[src/rtl/mod_arith_pkg.sv]
// Shared definitions for the chunked modular add/subtract datapath.
// Holds operand/chunk geometry, the serial FSM state type and the chunk type.
package mod_arith_pkg;

    localparam int unsigned OP_W       = 255;
    localparam int unsigned CHUNK_W    = 64;
    localparam int unsigned NUM_CHUNKS = 4;
    // Internal word carries one extra bit above the operand so the borrow is visible.
    localparam int unsigned WORD_W     = NUM_CHUNKS * CHUNK_W;

    typedef enum logic [1:0] {
        StIdle,
        StSub,
        StAdd,
        StDone
    } mod_state_e;

    typedef enum logic {
        ModeAdd = 1'b0,
        ModeSub = 1'b1
    } addsub_mode_e;

    typedef logic [CHUNK_W-1:0] chunk_t;

endpackage

[src/rtl/chunk_addsub.sv]
// Combinational CHUNK_W-bit adder/subtractor shared by both serial phases.
// Ports:
//   mode   - ModeAdd: result = a + b + cin;  ModeSub: result = a - b - cin
//   a, b   - chunk operands
//   cin    - carry-in (add) or borrow-in (sub)
//   result - low CHUNK_W bits of the operation
//   cout   - carry-out (add) or borrow-out (sub)
module chunk_addsub
    import mod_arith_pkg::*;
(
    input  addsub_mode_e mode,
    input  chunk_t       a,
    input  chunk_t       b,
    input  logic         cin,
    output chunk_t       result,
    output logic         cout
);

    logic [CHUNK_W:0] full;

    // In subtract mode the extra top bit goes to 1 exactly when the result is negative.
    always_comb begin
        if (mode == ModeSub) begin
            full = {1'b0, a} - {1'b0, b} - {{CHUNK_W{1'b0}}, cin};
        end else begin
            full = {1'b0, a} + {1'b0, b} + {{CHUNK_W{1'b0}}, cin};
        end
    end

    assign result = full[CHUNK_W-1:0];
    assign cout   = full[CHUNK_W];

endmodule

[src/rtl/mod_sub_serial.sv]
// Multi-cycle modular subtractor: out = (a - b) mod p, 64-bit chunks, LSB first.
// SUB phase computes a - b over NUM_CHUNKS cycles; if it borrows, ADD phase adds p.
// Optional macro MOD_SUB_CONST_TIME_EN: ADD phase always runs (adding 0 when no
// borrow occurred) so latency does not depend on the operands.
// Ports:
//   clk, rst            - clock, synchronous active-high reset
//   in_valid/in_ready   - operand handshake (in_ready high only when idle)
//   a, b, p             - minuend, subtrahend, modulus
//   out_valid/out_ready - result handshake (result held until accepted)
//   out                 - (a - b) mod p
//   wrapped             - p was added because a < b
module mod_sub_serial
    import mod_arith_pkg::*;
(
    input  logic            clk,
    input  logic            rst,
    input  logic            in_valid,
    output logic            in_ready,
    input  logic [OP_W-1:0] a,
    input  logic [OP_W-1:0] b,
    input  logic [OP_W-1:0] p,
    output logic            out_valid,
    input  logic            out_ready,
    output logic [OP_W-1:0] out,
    output logic            wrapped
);

    localparam int unsigned    CNT_W    = $clog2(NUM_CHUNKS);
    localparam logic [CNT_W-1:0] CNT_LAST = CNT_W'(NUM_CHUNKS - 1);

    mod_state_e        state_q, state_d;
    logic [WORD_W-1:0] a_sr, b_sr, p_sr, diff_sr;
    logic [CNT_W-1:0]  cnt_q;
    logic              cb_q;         // borrow during SUB, carry during ADD
    logic              wrapped_q;
    logic              out_valid_q;

    addsub_mode_e      mode;
    chunk_t            op_a, op_b, res;
    logic              cout;
    logic              accept, last;

    assign accept = in_valid && (state_q == StIdle);
    assign last   = (cnt_q == CNT_LAST);

    // Single shared chunk unit: SUB consumes a/b, ADD folds p into the difference.
    always_comb begin
        mode = ModeAdd;
        op_a = diff_sr[CHUNK_W-1:0];
`ifdef MOD_SUB_CONST_TIME_EN
        op_b = wrapped_q ? p_sr[CHUNK_W-1:0] : '0;
`else
        op_b = p_sr[CHUNK_W-1:0];
`endif
        if (state_q == StSub) begin
            mode = ModeSub;
            op_a = a_sr[CHUNK_W-1:0];
            op_b = b_sr[CHUNK_W-1:0];
        end
    end

    chunk_addsub u_chunk_addsub (
        .mode   (mode),
        .a      (op_a),
        .b      (op_b),
        .cin    (cb_q),
        .result (res),
        .cout   (cout)
    );

    always_comb begin
        state_d = state_q;
        unique case (state_q)
            StIdle: if (accept) state_d = StSub;
            StSub: begin
                if (last) begin
`ifdef MOD_SUB_CONST_TIME_EN
                    state_d = StAdd;
`else
                    state_d = cout ? StAdd : StDone;
`endif
                end
            end
            StAdd:  if (last) state_d = StDone;
            StDone: if (out_valid_q && out_ready) state_d = StIdle;
            default: state_d = StIdle;
        endcase
    end

    always_ff @(posedge clk) begin
        if (rst) begin
            state_q <= StIdle;
        end else begin
            state_q <= state_d;
        end
    end

    always_ff @(posedge clk) begin
        if (rst) begin
            a_sr        <= '0;
            b_sr        <= '0;
            p_sr        <= '0;
            diff_sr     <= '0;
            cnt_q       <= '0;
            cb_q        <= 1'b0;
            wrapped_q   <= 1'b0;
            out_valid_q <= 1'b0;
        end else begin
            unique case (state_q)
                StIdle: begin
                    out_valid_q <= 1'b0;
                    if (accept) begin
                        a_sr  <= {1'b0, a};
                        b_sr  <= {1'b0, b};
                        p_sr  <= {1'b0, p};
                        cnt_q <= '0;
                        cb_q  <= 1'b0;
                    end
                end
                StSub: begin
                    diff_sr <= {res, diff_sr[WORD_W-1:CHUNK_W]};
                    a_sr    <= a_sr >> CHUNK_W;
                    b_sr    <= b_sr >> CHUNK_W;
                    cb_q    <= cout;
                    cnt_q   <= cnt_q + 1'b1;
                    if (last) begin
                        // Top-chunk borrow means a < b; ADD starts with a clean carry.
                        wrapped_q <= cout;
                        cb_q      <= 1'b0;
                        cnt_q     <= '0;
                    end
                end
                StAdd: begin
                    // Carry out of the top chunk is dropped: the sum wraps mod 2^256.
                    diff_sr <= {res, diff_sr[WORD_W-1:CHUNK_W]};
                    p_sr    <= p_sr >> CHUNK_W;
                    cb_q    <= cout;
                    cnt_q   <= cnt_q + 1'b1;
                end
                StDone: begin
                    out_valid_q <= !(out_valid_q && out_ready);
                end
                default: begin
                    out_valid_q <= 1'b0;
                end
            endcase
        end
    end

    assign in_ready  = (state_q == StIdle);
    assign out_valid = out_valid_q;
    assign out       = diff_sr[OP_W-1:0];
    assign wrapped   = wrapped_q;

endmodule

[config.mk]
export PLATFORM = sky130hd
export DESIGN_NAME = mod_sub_serial
export DESIGN_NICKNAME = d
export VERILOG_FILES = /design/src/rtl/mod_arith_pkg.sv /design/src/rtl/chunk_addsub.sv /design/src/rtl/mod_sub_serial.sv
export SDC_FILE = /design/constraint.sdc
export NUM_CORES = 2
export LEC_CHECK = 0
export ABC_CLOCK_PERIOD_IN_PS = 6700
export CAP_MARGIN = 10
export CORE_MARGIN = 5
export CORE_UTILIZATION = 34
export CTS_CLUSTER_DIAMETER = 50
export CTS_CLUSTER_SIZE = 10
export DETAILED_ROUTE_END_ITERATION = 6
export PLACE_DENSITY_LB_ADDON = 0.08
export SYNTH_ARGS = -nofsm -noshare
export SYNTH_HDL_FRONTEND = slang
export SYNTH_SLANG_ARGS = --single-unit
[constraint.sdc]
create_clock -name clk -period 6.7 [get_ports clk]
set_clock_uncertainty 0.15 [all_clocks]
set_input_delay 1.005 -clock clk [delete_from_list [all_inputs] [get_ports clk]]
set_output_delay 1.005 -clock clk [all_outputs]
set_load 0.02 [all_outputs]
Yosys cells after proc, flatten, opt, wreduce, memory -nomap -nowiden

Cells that the tools add are included.
W data, S select, Z words.

Input port bits: 769
Register bits after elaboration: 1031
Word-level logic and storage cells: 59
Output and inout port bits: 258

Add/subtract/negate cells: 5
Reduce and logical (&&, ||, !) cells: 14
Eq/ne operators: 8
Muxes and demuxes: 23

Operator list:

| kind                  | number |
|---|---|
| $pmux W256 S2         | 3 |
| $mux W256             | 3 |
| $mux W64              | 2 |
| $add A64 B64 Y65      | 1 |
| $add A65 B1 Y65       | 1 |
| $mux W65              | 1 |
| $sub A64 B64 Y65      | 1 |
| $sub A65 B1 Y65       | 1 |
| $mux W2               | 6 |
| $pmux W2 S4           | 1 |
| $reduce_and A2 Y1     | 4 |
| $eq A2 B2 Y1 const B  | 3 |
| $ne A2 B2 Y1 const B  | 3 |
| $pmux W2 S3           | 1 |
| $reduce_bool A2 Y1    | 3 |
| $mux W1               | 4 |
| $reduce_and A4 Y1     | 1 |
| $pmux W1 S3           | 1 |
| $reduce_bool A3 Y1    | 1 |
| $add A2 B1 Y2 const B | 1 |
| $eq A2 B1 Y1 const B  | 1 |
| $logic_and A1 B1 Y1   | 2 |
| $logic_not A2 Y1      | 1 |
| $ne A2 B1 Y1 const B  | 1 |
| other kinds (3)       | 3 |

Logic depth before layout (Yosys ltp)

Depth after elaboration: 8
Gate-level depth with buffers: 24
Mapped depth without buffers: 19

Hierarchy

From an unflattened synthesis, not the netlist that was laid out.

Cell total of the unflattened synthesis: 5971
Area total of the unflattened synthesis: 53925.5 um^2

Modules (own cells, without submodules):

| module         | times used | cells an instance | area an instance (um^2) |
|---|---|---|---|
| mod_sub_serial | 1          | 4462              | 43844.6 |
| chunk_addsub   | 1          | 1509              | 10080.9 |

Worst setup path before layout

OpenSTA, ideal clock, no wires.

Kind: register -> register
Start: register state_q[1]
End: register cb_q
Clock period less this slack: 5.579 ns
Buffers on the path: 6
Path slack: 1.121 ns
Arrival: 5.312 ns
Cell stages (with the launch flop): 24
Library setup time: 0.117 ns
Data required time: 6.433 ns
Cells stage by stage: dfxtp_1 inv_1 ha_1 clkbuf_1 clkbuf_1 clkbuf_1 buf_1 mux2i_1 ha_1 clkbuf_1 inv_1 ha_1 buf_2 nand2_1 or3_1 o211ai_1 a21oi_1 o21ai_1 a31oi_1 o31a_1 o31ai_1 xor2_1 nand2_1 a32o_1

Longest elaborated chain between the ends: 7
Elaborated cells on any way between the ends: 17
Those cells by class: 4 x add/sub; 3 x eq/ne; 6 x mux; 4 x reduce/logical

RTL lines:

| element                                              | line                                        | source |
|---|---|---|
| start, declared                                      | mod_sub_serial.sv:31                        | `mod_state_e state_q, state_d;` |
| start signal, assigned                               | mod_sub_serial.sv:92                        | `state_q <= StIdle;` |
| start signal, assigned                               | mod_sub_serial.sv:94                        | `state_q <= state_d;` |
| $eq A2 B1 Y1                                         | mod_sub_serial.sv:55, mod_sub_serial.sv:109 |  |
| $mux W64                                             | mod_sub_serial.sv:55                        | `if (state_q == StSub) begin` |
| $add A64 B64 Y65 or $sub A64 B64 Y65 (tied branches) | chunk_addsub.sv:26, chunk_addsub.sv:24      |  |
| $add A65 B1 Y65 or $sub A65 B1 Y65 (tied branches)   | chunk_addsub.sv:26, chunk_addsub.sv:24      |  |
| $mux W65                                             | chunk_addsub.sv:23                          | `if (mode == ModeSub) begin` |
| $mux W1                                              | mod_sub_serial.sv:126                       | `if (last) begin` |
| $pmux W1 S3                                          | mod_sub_serial.sv:109                       | `unique case (state_q)` |
| end signal, assigned                                 | mod_sub_serial.sv:124                       | `cb_q <= cout;` |
| end signal, assigned                                 | mod_sub_serial.sv:137                       | `cb_q <= cout;` |
| end, declared                                        | mod_sub_serial.sv:34                        | `logic cb_q;` |

Several ways; a longest one is shown, not always the timed one.
A chain may end at the register's enable or synchronous reset.

Worst setup path in the final report

Same ends and word-level chain as after synthesis.

==> impl_metrics.json <==
{
  "antenna_left": 0,
  "p_int_w": 0.0199,
  "failed_checks": "DRC",
  "placed_cells": 8285,
  "final-instance-count-excl-fill": 8572,
  "cts_resized": 0,
  "cts-buffers-inserted": 148,
  "drive_above_1_share": 0.0645,
  "routed_via_density": 5.20,
  "rows": 144,
  "worst_slew_pin_slew_ns": 1.33,
  "cellPowerDensity_nw_per_um2": 531,
  "firstDrtPassIters": 7,
  "crit_fanout": 38,
  "crit_chain": "inv_1 -> ha_4 -> buf_4 -> mux2_2 -> ha_1 -> ha_1 -> a21oi_1 -> a21oi_1 -> nor2_1 -> a311oi_1 -> buf_4 -> a21oi_1 -> o21ai_1 -> a31oi_1 -> o31a_1 -> o31ai_1 -> xor2_1 -> o41ai_1 -> a32o_1",
  "core_area_sq_um": 154000,
  "rsz0062_at_grt": "false",
  "hold_viol": 0,
  "die_y_microns": 403,
  "place_congestion": 0.959,
  "cts_hold_buf": 0,
  "critPathSlowestCell": "ha_4",
  "htreeDepth": 4,
  "setup_viol": 0,
  "routed_wl_microns": 228000,
  "fin_crit_sh": 0.926,
  "grt_pass1_wl_microns": 321000,
  "slowest_delay_ns": 0.69,
  "ys_seq_area_frac": 0.392,
  "design.die.area_sq_um": 162000,
  "power.net_switching_w": 0.0160,
  "grt_pass1_vias": 44000,
  "cp-start-kind": "register",
  "end_kind": "register",
  "multi_input_area_sq_um": 27700,
  "seq_area_sq_um": 20600,
  "use_met2": 0.462,
  "post_cts_buffers": 0,
  "maxSlewHeadroom": 0.111,
  "synth_nets": 6815,
  "critPathBufInv": 3,
  "drtIter0Drc": 2957,
  "insertion_delay_ns": 0.77,
  "grt_max_degree": 227,
  "cp_data_required_time_ns": 7.26,
  "met3_usage": 0.0680,
  "cts-root-buf": "clkbuf_16",
  "hold_class": "reg2reg",
  "start_util": 0.341,
  "num_io_pins": 1027,
  "synthesis.instances": 5849,
  "ctsLongestPathBuffers": 3,
  "fin_setup_tns_ns": 0,
  "syn_area_per_cell_sq_um": 8.98,
  "seqPwrFrac": 0.268,
  "place_hpwl_microns": 177000,
  "io_buffers": 1026,
  "clock_sinks": 1028,
  "ys_async_sr_fraction": 0,
  "drc": 1,
  "nets": 7357,
  "drv_cap": 0,
  "vias": 44600,
  "status": "finished with violations",
  "fmax_mhz": 161,
  "path_clk_slew_ns": 0.05,
  "busiest_layer": "met2",
  "irDropWorstVdd_mv": 0.318,
  "synthToLayoutAreaGrowth_pct": 28.6,
  "antenna_found_initial": 73,
  "p_leak_nw": 25.6,
  "p_comb_frac": 0.511,
  "grt_overflow": 0,
  "utilization": 0.439,
  "crit_type": "reg2reg",
  "use_met1": 0.330,
  "synth_edf_count": 0,
  "worst_ep_arrival_time_ns": 6.76,
  "cts_tree": "built",
  "pwr-share-clk": 0.221,
  "min_period_ns": 6.20,
  "cp_top_family": "compound AO/OA/AOI/OAI gates",
  "nFillCells": 15400,
  "wl_per_cell_microns": 26.6,
  "ys.flop_type": "dfxtp_1",
  "p_sw_frac": 0.446,
  "grtUsageTotal": 0.268,
  "ys_ff_latch": 1028,
  "fp.dieW_microns": 403,
  "netlist_area_sq_um": 52500,
  "slew_violations": 0,
  "synthDistinctLibCells": 92,
  "cpMostUsedCell": "a21oi_1",
  "yosys_warnings": 0
}
[power groups by stage]
stage	clock network [W]	registers, W	logic [W]
6_report	0.00793	0.00962	0.0184
5_1_grt	0.00837	0.00979	0.0199
4_1_cts	0.00813	0.00965	0.0183
3_5_place_dp	0	0.00977	0.0182
3_3_place_gp	0	0.00975	0.0183
2_1_floorplan	0	0.00875	0.0132
[worst reg2reg max path, stage by stage, from the launching register on]
cell	delay, ns
dfxtp_1	0.38
inv_1	0.17
ha_4	0.69
buf_4	0.63
mux2_2	0.43
ha_1	0.38
ha_1	0.37
a21oi_1	0.20
a21oi_1	0.11
nor2_1	0.37
a311oi_1	0.17
buf_4	0.19
a21oi_1	0.24
o21ai_1	0.15
a31oi_1	0.41
o31a_1	0.31
o31ai_1	0.11
xor2_1	0.18
o41ai_1	0.34
a32o_1	0.17
[logic make-up (layout without fill, tap and decap cells)]
family,Yosys count,in the layout,share of synthesized area
compound gates,1299,1299,0.175
xor+xnor,119,119,0.0198
fa+ha+maj,197,197,0.0472
buf+inv,892,1536,0.0825
flops,1028,1028,0.392
mux,898,898,0.173
other cells,0,35,0
simple gates,1416,1416,0.110
[layout make-up]
type | instances | area share
Sequential cell | 1028 | 0.305
Inverter | 194 | 0.0108
Multi-Input combinational cell | 3929 | 0.410
Antenna cell | 35 | 0.00130
Clock inverter | 63 | 0.0141
Tap cell | 2044 | 0.0378
Timing Repair Buffer | 1090 | 0.162
Clock buffer | 189 | 0.0595
[synth_stat cells, types with 6 or more instances]
| cell type | number | area share |
|---|---|---|
| inv_1 | 193 | 0.014 |
| nor2_1 | 1105 | 0.079 |
| nor2b_1 | 12 | 0.0014 |
| a21o_1 | 39 | 0.0056 |
| nand3_1 | 31 | 0.0030 |
| nand2b_1 | 17 | 0.0020 |
| a22oi_1 | 196 | 0.028 |
| dfxtp_1 | 1028 | 0.39 |
| o21ai_0 | 85 | 0.0081 |
| or3_1 | 9 | 0.0011 |
| and2_1 | 10 | 0.0012 |
| o211ai_1 | 14 | 0.0020 |
| a211oi_1 | 601 | 0.086 |
| xnor2_1 | 91 | 0.015 |
| buf_4 | 256 | 0.037 |
| mux2i_1 | 811 | 0.15 |
| xor2_1 | 28 | 0.0047 |
| a21oi_1 | 187 | 0.018 |
| nand2_1 | 116 | 0.0083 |
| nor4_1 | 17 | 0.0020 |
| a31oi_1 | 17 | 0.0020 |
| o31ai_1 | 13 | 0.0019 |
| o21bai_1 | 33 | 0.0047 |
| mux2_2 | 86 | 0.018 |
| o22ai_1 | 12 | 0.0014 |
| buf_2 | 7 | 0.00067 |
| a221oi_1 | 15 | 0.0025 |
| and3_1 | 10 | 0.0012 |
| clkbuf_1 | 385 | 0.028 |
| ha_1 | 195 | 0.046 |
| buf_1 | 44 | 0.0031 |
| o21a_1 | 12 | 0.0017 |
| o21ai_1 | 10 | 0.00095 |
| a311oi_1 | 6 | 0.0010 |
| nand4_1 | 26 | 0.0031 |
| nor3_1 | 32 | 0.0030 |
[through the flow]
step | power (W) | setup slack (ns) | instance area [sq um] | hold WS [ns]
2_1_floorplan | 0.0219 | 1.12 | 52500 | 0.286
3_3_place_gp | 0.0281 | 0.727 | 62500 | 0.293
3_5_place_dp | 0.0280 | 0.544 | 62500 | 0.304
4_1_cts | 0.0361 | 0.526 | 67500 | 0.310
5_1_grt | 0.0381 | 0.225 | 67500 | 0.342
6_report | 0.0359 | 0.499 | 67600 | 0.309
[metal layers]
layer,routed length (microns),vias up,part of all wire
met3,14800,302,0.065
met4,6770,36,0.030
met5,225,-,0.00099
met2,111000,1294,0.49
met1,95400,21200,0.42
li1,-,21700,-
[registers in the layout (all words and copies together) (netlist names)]
name / count
cb_q: 1
state_q: 2
a_sr: 255
b_sr: 255
diff_sr: 256
out_valid: 1
p_sr: 255
wrapped: 1
cnt_q: 2
[cell usage in the layout, fill, tap and decap left out, types with 31 or more instances in the layout]
cell / instances
nand3_1: 31
a211oi_1: 601
a21o_1: 39
o21ai_0: 85
dfxtp_1: 1028
xnor2_1: 91
a22oi_1: 196
buf_4: 49
nor2_1: 1101
nand2_1: 116
ha_1: 192
diode_2: 35
mux2i_1: 811
nor3_1: 32
inv_1: 192
clkbuf_16: 150
clkdlybuf4s50_1: 1025
mux2_2: 86
o21bai_1: 33
a21oi_1: 187
[worst paths after layout]
kind                                  from  slack (ns)        to  depth (start not counted)
worst min-delay path              cnt_q[1]        0.31  cnt_q[1]                          2
worst max register to register  state_q[1]        0.50      cb_q                         19
worst max-delay path            state_q[1]        0.50      cb_q                         19
worst min register to register    cnt_q[1]        0.31  cnt_q[1]                          2
Note: power is estimated with default switching activity, not from simulation.
